## config.mk

```make
export PLATFORM = sky130hd
export DESIGN_NAME = ov_capture_flat
export DESIGN_NICKNAME = d
export VERILOG_FILES = /design/src/rtl/ov_capture_if.sv /design/src/rtl/ov_capture.sv /design/src/flat_wrapper.sv
export SDC_FILE = /design/constraint.sdc
export NUM_CORES = 1
export LEC_CHECK = 0
export BUFFER_PORTS_ARGS = -buffer_cell sky130_fd_sc_hd__buf_4
export CAP_MARGIN = 20
export CORE_ASPECT_RATIO = 2
export CORE_MARGIN = 1.5
export CORE_UTILIZATION = 30
export CTS_BUF_LIST = sky130_fd_sc_hd__clkbuf_8 sky130_fd_sc_hd__clkbuf_16
export CTS_CLUSTER_DIAMETER = 100
export CTS_CLUSTER_SIZE = 14
export DETAILED_ROUTE_END_ITERATION = 6
export GPL_ROUTABILITY_DRIVEN = 0
export SYNTH_ARGS = -nofsm -noshare
export SYNTH_HDL_FRONTEND = slang
export SYNTH_SLANG_ARGS = --single-unit
```

## constraint.sdc

```tcl
create_clock -name clk_sys -period 3.4 [get_ports clk_sys]
set_clock_uncertainty 0.05 [all_clocks]
set_input_delay 0.17 -clock clk_sys [delete_from_list [all_inputs] [get_ports clk_sys]]
set_output_delay 0.17 -clock clk_sys [all_outputs]
set_load 0.02 [all_outputs]
```

## src/rtl/ov_capture_if.sv

```systemverilog
// rtl/ov_capture_if.sv - pixel word stream between ov_capture and the frame-store writer
//
// pix_data  [15:0]  pixel word, first camera byte in [15:8]
// pix_sof           word is the first pixel of a frame
// pix_eol           word is the last pixel of a line
// pix_valid         a word is presented
// pix_ready         consumer accepts; transfer when pix_valid & pix_ready
interface ov_capture_if;
    logic [15:0] pix_data;
    logic        pix_sof;
    logic        pix_eol;
    logic        pix_valid;
    logic        pix_ready;

    modport master (output pix_data, output pix_sof, output pix_eol, output pix_valid,
                    input  pix_ready);
    modport slave  (input  pix_data, input  pix_sof, input  pix_eol, input  pix_valid,
                    output pix_ready);
endinterface

```

## src/rtl/ov_capture.sv

```systemverilog
// rtl/ov_capture.sv - OV camera pixel capture: oversampling, RGB565 pairing, framing, FIFO
//
// Ports:
//  clk_sys, rst_n        system clock, asynchronous active-low reset
//  ov_vsync/ov_href      camera sync inputs (async, oversampled)
//  ov_pclk/ov_data       camera pixel clock and byte (async, oversampled; pclk <= clk_sys/4)
//  cap_en                level: continuous capture
//  cap_single            pulse: capture one frame
//  clr_ovf               pulse: clear stu_ovf
//  pix                   pixel stream out (master side of ov_capture_if)
//  stu_busy              capture FSM not idle
//  stu_ovf               sticky: a pixel was dropped on a full FIFO
//  stu_pix_cnt           pixels in the last completed line (saturating)
//  stu_line_cnt          lines in the last completed frame (saturating)
//  stu_frame_cnt         completed frames (wrapping)
module ov_capture #(
    parameter int FIFO_AW = 4,
    parameter int VS_FILT = 8
) (
    input  logic         clk_sys,
    input  logic         rst_n,
    input  logic         ov_vsync,
    input  logic         ov_href,
    input  logic         ov_pclk,
    input  logic [7:0]   ov_data,
    input  logic         cap_en,
    input  logic         cap_single,
    input  logic         clr_ovf,
    ov_capture_if.master pix,
    output logic         stu_busy,
    output logic         stu_ovf,
    output logic [10:0]  stu_pix_cnt,
    output logic [10:0]  stu_line_cnt,
    output logic [15:0]  stu_frame_cnt
);

    localparam int DEPTH = 1 << FIFO_AW;

    typedef enum logic [1:0] {
        ST_IDLE,
        ST_WAIT_VS,
        ST_WAIT_FRM,
        ST_CAPTURE
    } state_t;

    state_t state, state_nxt;

    // Input synchronisers. pclk/href/data travel through identical stages so
    // that the byte sampled at the strobe is the one present at the pclk rise.
    logic               pclk_s1, pclk_d1, pclk_d2;
    logic               href_s1, href_d1, href_d2;
    logic [7:0]         data_s1, data_d1;
    logic               vs_s1, vs_s2;
    logic [VS_FILT-1:0] vs_sr;
    logic               vs_f, vs_f_q;

    always_ff @(posedge clk_sys or negedge rst_n) begin
        if (!rst_n) begin
            pclk_s1 <= 1'b0;
            pclk_d1 <= 1'b0;
            pclk_d2 <= 1'b0;
            href_s1 <= 1'b0;
            href_d1 <= 1'b0;
            href_d2 <= 1'b0;
            data_s1 <= '0;
            data_d1 <= '0;
            vs_s1   <= 1'b0;
            vs_s2   <= 1'b0;
            vs_sr   <= '0;
            vs_f    <= 1'b0;
            vs_f_q  <= 1'b0;
        end else begin
            pclk_s1 <= ov_pclk;
            pclk_d1 <= pclk_s1;
            pclk_d2 <= pclk_d1;
            href_s1 <= ov_href;
            href_d1 <= href_s1;
            href_d2 <= href_d1;
            data_s1 <= ov_data;
            data_d1 <= data_s1;
            vs_s1   <= ov_vsync;
            vs_s2   <= vs_s1;
            vs_sr   <= {vs_sr[VS_FILT-2:0], vs_s2};
            // Glitch filter: switch only on a full window of agreeing samples.
            if (&vs_sr) begin
                vs_f <= 1'b1;
            end else if (~|vs_sr) begin
                vs_f <= 1'b0;
            end
            vs_f_q  <= vs_f;
        end
    end

    logic byte_in, href_fall, vs_rise, vs_fall;
    assign byte_in   = pclk_d1 & ~pclk_d2 & href_d1;
    assign href_fall = href_d2 & ~href_d1;
    assign vs_rise   = vs_f & ~vs_f_q;
    assign vs_fall   = ~vs_f & vs_f_q;

    // Capture FSM
    logic single_run;
    logic run_ok;
    assign run_ok = cap_en | single_run;

    always_ff @(posedge clk_sys or negedge rst_n) begin
        if (!rst_n) begin
            state <= ST_IDLE;
        end else begin
            state <= state_nxt;
        end
    end

    always_comb begin
        state_nxt = state;
        case (state)
            ST_IDLE:     if (cap_en || cap_single) state_nxt = ST_WAIT_VS;
            // Waiting for a full blanking interval guarantees we never start mid-frame.
            ST_WAIT_VS:  if (!run_ok) state_nxt = ST_IDLE;
                         else if (vs_f) state_nxt = ST_WAIT_FRM;
            ST_WAIT_FRM: if (!run_ok) state_nxt = ST_IDLE;
                         else if (vs_fall) state_nxt = ST_CAPTURE;
            ST_CAPTURE:  if (vs_rise) state_nxt = (cap_en && !single_run) ? ST_WAIT_FRM : ST_IDLE;
            default:     state_nxt = ST_IDLE;
        endcase
    end

    logic in_cap, cap_start, frm_end;
    assign in_cap    = (state == ST_CAPTURE);
    assign cap_start = (state == ST_WAIT_FRM) && (state_nxt == ST_CAPTURE);
    assign frm_end   = in_cap && vs_rise;
    assign stu_busy  = (state != ST_IDLE);

    // Byte pairing and pending pixel. The pending register delays each pixel
    // by one so that the line's last pixel can be tagged eol at href fall.
    logic        phase;
    logic [7:0]  hi_byte;
    logic [15:0] pend_data;
    logic        pend_vld;
    logic        sof_arm;
    logic [10:0] pix_in_line;
    logic [10:0] line_cnt;
    logic        wr_en, wr_eol;

    assign wr_en  = in_cap && pend_vld && ((byte_in && phase) || href_fall);
    assign wr_eol = href_fall;

    always_ff @(posedge clk_sys or negedge rst_n) begin
        if (!rst_n) begin
            phase         <= 1'b0;
            hi_byte       <= '0;
            pend_data     <= '0;
            pend_vld      <= 1'b0;
            sof_arm       <= 1'b0;
            pix_in_line   <= '0;
            line_cnt      <= '0;
            single_run    <= 1'b0;
            stu_pix_cnt   <= '0;
            stu_line_cnt  <= '0;
            stu_frame_cnt <= '0;
        end else begin
            if (state == ST_IDLE) begin
                single_run <= cap_single;
            end
            if (wr_en) begin
                sof_arm <= 1'b0;
            end
            if (cap_start) begin
                sof_arm  <= 1'b1;
                line_cnt <= '0;
            end
            if (!in_cap) begin
                phase       <= 1'b0;
                pend_vld    <= 1'b0;
                pix_in_line <= '0;
            end else if (byte_in) begin
                if (!phase) begin
                    hi_byte <= data_d1;
                    phase   <= 1'b1;
                end else begin
                    pend_data <= {hi_byte, data_d1};
                    pend_vld  <= 1'b1;
                    phase     <= 1'b0;
                    if (pix_in_line != 11'h7FF) pix_in_line <= pix_in_line + 11'd1;
                end
            end else if (href_fall) begin
                phase       <= 1'b0;
                pix_in_line <= '0;
                if (pend_vld) begin
                    pend_vld    <= 1'b0;
                    stu_pix_cnt <= pix_in_line;
                    if (line_cnt != 11'h7FF) line_cnt <= line_cnt + 11'd1;
                end
            end
            if (frm_end) begin
                stu_line_cnt  <= line_cnt;
                stu_frame_cnt <= stu_frame_cnt + 16'd1;
            end
        end
    end

    // FIFO with a registered head. Full is sampled before any pop in the same
    // cycle, so a push against a full FIFO is dropped even while it drains.
    logic [17:0]      mem [DEPTH];
    logic [FIFO_AW:0] wr_ptr, rd_ptr, rd_ptr_nxt;
    logic             full, push, pop, head_vld;

    assign full       = (wr_ptr[FIFO_AW] != rd_ptr[FIFO_AW]) &&
                        (wr_ptr[FIFO_AW-1:0] == rd_ptr[FIFO_AW-1:0]);
    assign push       = wr_en && !full;
    assign pop        = pix.pix_valid && pix.pix_ready;
    assign rd_ptr_nxt = rd_ptr + {{FIFO_AW{1'b0}}, pop};
    assign head_vld   = (wr_ptr != rd_ptr_nxt);

    always_ff @(posedge clk_sys) begin
        if (push) begin
            mem[wr_ptr[FIFO_AW-1:0]] <= {sof_arm, wr_eol, pend_data};
        end
    end

    always_ff @(posedge clk_sys or negedge rst_n) begin
        if (!rst_n) begin
            wr_ptr        <= '0;
            rd_ptr        <= '0;
            pix.pix_valid <= 1'b0;
            pix.pix_sof   <= 1'b0;
            pix.pix_eol   <= 1'b0;
            pix.pix_data  <= '0;
            stu_ovf       <= 1'b0;
        end else begin
            if (push) wr_ptr <= wr_ptr + {{FIFO_AW{1'b0}}, 1'b1};
            rd_ptr        <= rd_ptr_nxt;
            pix.pix_valid <= head_vld;
            {pix.pix_sof, pix.pix_eol, pix.pix_data} <= head_vld ? mem[rd_ptr_nxt[FIFO_AW-1:0]] : 18'h0;
            // A new drop wins over a simultaneous clear.
            stu_ovf       <= (wr_en && full) || (stu_ovf && !clr_ovf);
        end
    end

endmodule

```

## src/flat_wrapper.sv

```systemverilog
// flat-port wrapper written by rule: the top's interface ports become plain ports
module ov_capture_flat 
#(
    parameter int FIFO_AW = 4,
    parameter int VS_FILT = 8
)
  (clk_sys, rst_n, ov_vsync, ov_href, ov_pclk, ov_data, cap_en, cap_single, clr_ovf, stu_busy, stu_ovf, stu_pix_cnt, stu_line_cnt, stu_frame_cnt, pix_pix_data, pix_pix_sof, pix_pix_eol, pix_pix_valid, pix_pix_ready);
  ov_capture_if pix_i ();
  input  logic clk_sys;
  input  logic rst_n;
  input  logic ov_vsync;
  input  logic ov_href;
  input  logic ov_pclk;
  input  logic [7:0] ov_data;
  input  logic cap_en;
  input  logic cap_single;
  input  logic clr_ovf;
  output logic stu_busy;
  output logic stu_ovf;
  output logic [10:0] stu_pix_cnt;
  output logic [10:0] stu_line_cnt;
  output logic [15:0] stu_frame_cnt;
  output wire logic [$bits(pix_i.pix_data)-1:0] pix_pix_data;
  output wire logic [$bits(pix_i.pix_sof)-1:0] pix_pix_sof;
  output wire logic [$bits(pix_i.pix_eol)-1:0] pix_pix_eol;
  output wire logic [$bits(pix_i.pix_valid)-1:0] pix_pix_valid;
  input wire logic [$bits(pix_i.pix_ready)-1:0] pix_pix_ready;
  assign pix_pix_data = pix_i.pix_data;
  assign pix_pix_sof = pix_i.pix_sof;
  assign pix_pix_eol = pix_i.pix_eol;
  assign pix_pix_valid = pix_i.pix_valid;
  assign pix_i.pix_ready = pix_pix_ready;
  ov_capture #(.FIFO_AW(FIFO_AW), .VS_FILT(VS_FILT)) u_core (.clk_sys(clk_sys), .rst_n(rst_n), .ov_vsync(ov_vsync), .ov_href(ov_href), .ov_pclk(ov_pclk), .ov_data(ov_data), .cap_en(cap_en), .cap_single(cap_single), .clr_ovf(clr_ovf), .pix(pix_i), .stu_busy(stu_busy), .stu_ovf(stu_ovf), .stu_pix_cnt(stu_pix_cnt), .stu_line_cnt(stu_line_cnt), .stu_frame_cnt(stu_frame_cnt));
endmodule
```

Yosys cells after proc, flatten, opt, wreduce, memory -nomap -nowiden
Memories as Yosys holds them, arrays and structs flattened.
Index checks and enable logic that the tools add are counted.
{"block": "totals", "reg_bits": 154, "ramBits": 288, "input_bits": 17, "memories": 1}
{"block": "classes", "add_sub_neg": 5, "eq_ne": 13, "n_mux": 33, "n_bitwise": 12, "reduce_logical": 27}
{"name": "u_core.mem", "words": 16, "word_bits": 18, "read_ports": 1, "rd_ports_with_merged_regs": 0, "write_ports": 1, "line": "ov_capture.sv:203", "text": "logic [17:0] mem [DEPTH];"}
{"operator": "$mux 11", "n": 11}
{"operator": "$add 11x1->11 const B", "n": 2}
{"operator": "$ne 11x11->1 const B", "n": 2}
{"operator": "$mux 18", "n": 1}
{"operator": "$add 16x1->16 const B", "n": 1}
{"operator": "$mux 2", "n": 7}
{"operator": "$mux 1", "n": 13}
{"operator": "$logic_and 1x1->1", "n": 11}
{"operator": "$reduce_and 3->1", "n": 3}
{"operator": "$pmux 2 s4", "n": 1}
{"operator": "$reduce_and 8->1", "n": 1}
{"operator": "$reduce_or 8->1", "n": 1}
{"operator": "$eq 2x2->1 const B", "n": 3}
{"operator": "$ne 3x3->1 const B", "n": 2}
{"operator": "$not 1->1", "n": 6}
{"operator": "$add 5x1->5", "n": 1}
{"operator": "$add 5x1->5 const B", "n": 1}
{"operator": "$and 1x1->1", "n": 5}
{"operator": "$ne 5x5->1", "n": 1}
{"operator": "$eq 4x4->1", "n": 1}
{"operator": "$reduce_and 4->1", "n": 1}
{"operator": "$reduce_bool 2->1", "n": 2}
{"operator": "$logic_not 1->1", "n": 3}
{"operator": "$logic_or 1x1->1", "n": 3}
{"operator": "7 further kinds", "n": 7}

Depth between registers and ports, before layout
{"block": "depth", "ltp_word": 13, "mapped_depth": 9}

Least setup slack after synthesis
Ideal clock, no wire load.
{"block": "synth_path", "path_kind": "reg2reg", "start": "reg u_core.href_d1", "end": "mem u_core.mem[3][0] (enable)", "setup_time_ns": 0.416, "arrival_time_ns": 2.718, "required_time_ns": 2.934, "setup_slack_ns": 0.216, "path_stages_with_launch": 8, "synth_period_minus_slack_ns": 3.184, "cell_sequence": "dfrtp_1 -> nand2b_1 -> inv_1 -> nand3_1 -> a22oi_1 -> buf_2 -> nand2_1 -> nor3_1"}
{"block": "synth_between", "elab_chain_len": 7, "word_cells_on_any_way": 9}
{"item": "from (decl)", "line": "ov_capture.sv:51", "text": "logic href_s1, href_d1, href_d2;"}
{"item": "from (signal assigned)", "line": "ov_capture.sv:77", "text": "href_d1 <= href_s1;"}
{"item": "$not 1->1", "line": "ov_capture.sv:96", "text": "assign href_fall = href_d2 & ~href_d1;"}
{"item": "$and 1x1->1", "line": "ov_capture.sv:96"}
{"item": "net u_core.href_fall", "line": "ov_capture.sv:94", "text": "logic byte_in, href_fall, vs_rise, vs_fall;"}
{"item": "$logic_or 1x1->1", "line": "ov_capture.sv:144", "text": "assign wr_en = in_cap && pend_vld && ((byte_in && phase) || href_fall);"}
{"item": "$logic_and 1x1->1", "line": "ov_capture.sv:144"}
{"item": "$logic_and 1x1->1", "line": "ov_capture.sv:209", "text": "assign push = wr_en && !full;"}
{"item": "$mux 1", "line": "ov_capture.sv:215", "text": "if (push) begin"}
{"item": "$mux 1 (not written as such)", "line": "ov_capture.sv:216", "text": "mem[wr_ptr[FIFO_AW-1:0]] <= {sof_arm, wr_eol, pend_data};"}
{"item": "to (decl)", "line": "ov_capture.sv:203"}
The timed path passes the listed nets, and every way through them passes these cells.

Final worst setup path
{"block": "layout_path", "start": "reg u_core.pix.pix_valid", "end": "reg u_core.pix.pix_data[14]"}
{"block": "layout_between", "elab_chain_len": 4, "word_cells_on_any_way": 5}
{"item": "from (decl)", "line": "ov_capture_if.sv:15", "text": "modport master (output pix_data, output pix_sof, output pix_eol, output pix_valid,"}
{"item": "from (signal assigned)", "line": "ov_capture.sv:232", "text": "pix.pix_valid <= head_vld;"}
{"item": "$logic_and 1x1->1 *", "line": "ov_capture.sv:210", "text": "assign pop = pix.pix_valid && pix.pix_ready;"}
{"item": "$add 5x1->5 *", "line": "ov_capture.sv:211", "text": "assign rd_ptr_nxt = rd_ptr + {{FIFO_AW{1'b0}}, pop};"}
{"item": "net u_core.rd_ptr_nxt[0]", "line": "ov_capture.sv:204", "text": "logic [FIFO_AW:0] wr_ptr, rd_ptr, rd_ptr_nxt;"}
{"item": "$mem_v2 16x18 or $ne 5x5->1 (tied branches)"}
{"item": "$mux 18 *", "line": "ov_capture.sv:233", "text": "{pix.pix_sof, pix.pix_eol, pix.pix_data} <= head_vld ? mem[rd_ptr_nxt[FIFO_AW-1:0]] : 18'h0;"}
{"item": "to (signal assigned)", "line": "ov_capture.sv:233"}
{"item": "to (decl)", "line": "ov_capture_if.sv:15"}
Mark *: on every way through the listed nets, which the timed path passes. The rest lies on a longest branch.
A chain may end at the register's enable or synchronous reset.

==> impl_results.md <==
* Vias in the first global route at slightly above 9000
* # setup viols final at 0
* Maximum number of pins on one net before global-route repair at 67
* WL met1 at 13.4 mm
* RSZ-0062 raised after global routing: no
* Hold slack at 0.118 ns
* Share of the synthesized area in the top cell type at roughly half
* H-tree depth at 2
* Gr ovfl total at 0
* Worst slew margin at 42.6%
* Comb power frac at 21.9%
* Commonest non-fill, non-tap cells in the layout: edfxtp_1, dfrtp_1, buf_4
* Switching pwr at 0.00366 W
* TritonCTS clock tree: yes
* Pwr Density at 660 nW/um2
* Reg power frac at 47.8%
* DR top layer: met4
* Nature of the critical path startpoint: flip-flop
* Leak at 6.94 nW
* DRC Markers at 0
* # rows at 122
* Asr flop ratio synth at 34.8%
* Antenna cells at 0
* Avg Inst Size Synth at 18.8 um2
* Mean routed wirelength per cell at between 20 and 25 um
* Maximum vdd drop at 484 uV
* Clk sink count at roughly 440
* Slew Limit Fails at 0
* Outcome: finished, final reports clean
* Share of layout cells above drive strength 1 at 27.1%
* First-pass GRT wire length at 57.9 mm
* TNS Setup at 0 ns
* TritonRoute pass-1 iters at 5
* Initial Util at 30.5%
* Period utilization at between 80% and 90%
* Unique cell type count in the Yosys netlist at 51
* Worst r2r src: u_core.pix.pix_valid$_DFF_PN0_
* Io pins at 76
* Worst-Margin Slew at 0.854 ns
* Die Area at slightly below 60000 um2
* Final Hold Fails at 0
* Worst reg2reg path depth at 6
* Gates resized, CTS repair at 0
* Fmax at 367 MHz
* Register area share after synthesis at approximately three quarters
* Internal at approximately 0.0094 W
* Clock root buffer: clkbuf_16
* Mapped Cells at 900
* Die Ht at 338 um
* Ys Warns at 0
* Number of synthesized flops with an enable pin at 288
* CP Launch Point: u_core.pix.pix_valid$_DFF_PN0_
* Reg2reg end: u_core.pix.pix_data[14]$_DFF_PN0_
* Top cells by area, synth: edfxtp_1, dfrtp_1, mux4_2
* HP Class: in -> async
* Post-Syn Nets at 926
* Violation count after the first detailed-route iteration at 544
* Clock insertion delay at the later pin of the skew report at 0.55 ns
* Most common cell after layout, fill and taps aside: edfxtp_1
* Switch share at between 20 and 30%
* R2R setup slack at 0.68 ns
* Vias at 8409
* Max cap viols at 0
* Crit Path Max Fanout at 26
* Post-Synthesis Cell Area at ~17000 um2
* Kind of critical path: reg -> reg
* Fin util at 35.8%
* Routed WL at ~38 mm
* Buffers on Ports at 75
* Critical Path RT at 3.76 ns
* Post-synth top area cell: edfxtp_1
* Final worst path period need at 2.72 ns
* Initial antenna violation count at 0
* DP HPWL at 23.9 mm
* Die X at 171 um
* Worst-case clock buffer depth at 3
* Core box area at 55400 um2
* Layout Nets at 1057
* GRT Total Usage at about 14%
* CTS buffer count at 37
* Crit end category: flip-flop
* FF+latch count, synth at 442
* Post-route ant nets at 0
* Arrival @ worst endpoint at 3.09 ns
* Met3 routed WL at 1.53 mm
* Vias/cell at about 4.7
* Fillcell total at 5153
* Routed wl met2 at ~22 mm
* Most common flop cell mapped by yosys: edfxtp_1
* Clock share of power at 30.3%
* Reg clk slew, reported paths at 0.07 ns
* Area Overhead vs Synth at 17.4%
## synth_stat cells (2+ instances only)
cell      count
mux4_2       90
a21oi_1       5
xnor2_1      22
nand4b_1      2
nor2b_1      20
o31ai_1       4
o21a_1        2
and4_1        2
ha_1          9
mux2i_1       3
and3_1       19
inv_1        11
edfxtp_1    288
and2_1        4
o21ai_0      14
nor3b_1       2
mux2_2       35
a31oi_1       2
buf_1         3
clkbuf_1     13
buf_2         8
nand3_1      22
nor4_1        4
buf_4         9
dfrtp_1     154
a21o_1        2
xor2_1       17
or2_2         3
nand2_1      70
nor2_1       21
or3_1         2
nor3_1       10
nand4_1      10
## routing by layer
metal / vias to the layer above / global-route usage (%)
li1: 3726 / -
met1: 4395 / 14.5
met2: 222 / 26.4
met3: 66 / 2.03
met4: 0 / 5.55
met5: - / 0
## power by group through the flow
| stage | combinational, W | sequential [W] | clock (W) |
|---|---|---|---|
| floorplan | 0.00197 | 0.00638 | 0 |
| CTS | 0.00296 | 0.00626 | 0.00412 |
| finish | 0.00287 | 0.00625 | 0.00396 |
| detailed placement | 0.00294 | 0.00637 | 0 |
| global route | 0.00312 | 0.00629 | 0.00427 |
| global placement | 0.00290 | 0.00637 | 0 |
## what timing repair did
action | 4_1_cts | 5_1_grt
setup buffers | 0 | 0
hold buffers | 16 | 0
setup endpoints to repair | 0 | 0
endpoints found under the hold margin | 72 | 0
## state kept, by name, summed over array words and instances (netlist names), 2 cells and up
name / flops
u_core.data_d1: 8
u_core.data_s1: 8
u_core.hi_byte: 8
u_core.line_cnt: 11
u_core.mem: 288
u_core.pend_data: 16
u_core.pix.pix_data: 16
u_core.pix_in_line: 11
u_core.rd_ptr: 5
u_core.state: 2
u_core.stu_frame_cnt: 16
u_core.stu_line_cnt: 11
u_core.stu_pix_cnt: 11
u_core.vs_sr: 8
u_core.wr_ptr: 5
## critical path, stage by stage (launching register included)
cell and delay [ns]:
dfrtp_1 0.38, and2_1 0.19, ha_4 0.30, buf_4 0.44, mux4_2 0.58, mux4_2 0.47
nor2b_1 0.16
## cell families after synthesis
family	synth area share, %
buffers and inverters	1.30
XOR/XNOR	2.02
adder cells (fa/ha/maj)	0.667
AND/OR/NAND/NOR	5.95
flip-flops	74.1
AO/OA/AOI/OAI	1.45
multiplexers	14.5
## stage by stage
step	total power [W]	area [um2]	setup WS (ns)	cells
detailed placement	0.00931	18600	0.665	1720
global route	0.0137	19800	0.533	1802
CTS	0.0133	19800	0.619	1802
finish	0.0131	19800	0.677	1802
floorplan	0.00835	16900	0.216	900
global placement	0.00927	18600	0.707	1720
## final cells by class
cell class / instances / area [um2] / area share (%)
Sequential cell: 442 / 12500 / 63.1
Multi-Input combinational cell: 413 / 4210 / 21.2
Timing Repair Buffer: 126 / 1050 / 5.31
Clock buffer: 39 / 976 / 4.92
Tap cell: 744 / 931 / 4.70
Clock inverter: 27 / 111 / 0.562
Inverter: 11 / 41.3 / 0.208
## worst max-delay path by stage
stage,end,slack (ns),depth (start not counted)
floorplan,u_core.mem[3][0]$_DFFE_PP_,0.22,7
global placement,u_core.pix.pix_data[13]$_DFF_PN0_,0.71,6
detailed placement,u_core.pix.pix_data[14]$_DFF_PN0_,0.67,6
CTS,u_core.pix.pix_data[14]$_DFF_PN0_,0.62,6
global route,u_core.pix.pix_data[14]$_DFF_PN0_,0.53,6
finish,u_core.pix.pix_data[14]$_DFF_PN0_,0.68,6
(Power assumes the default switching activity.)
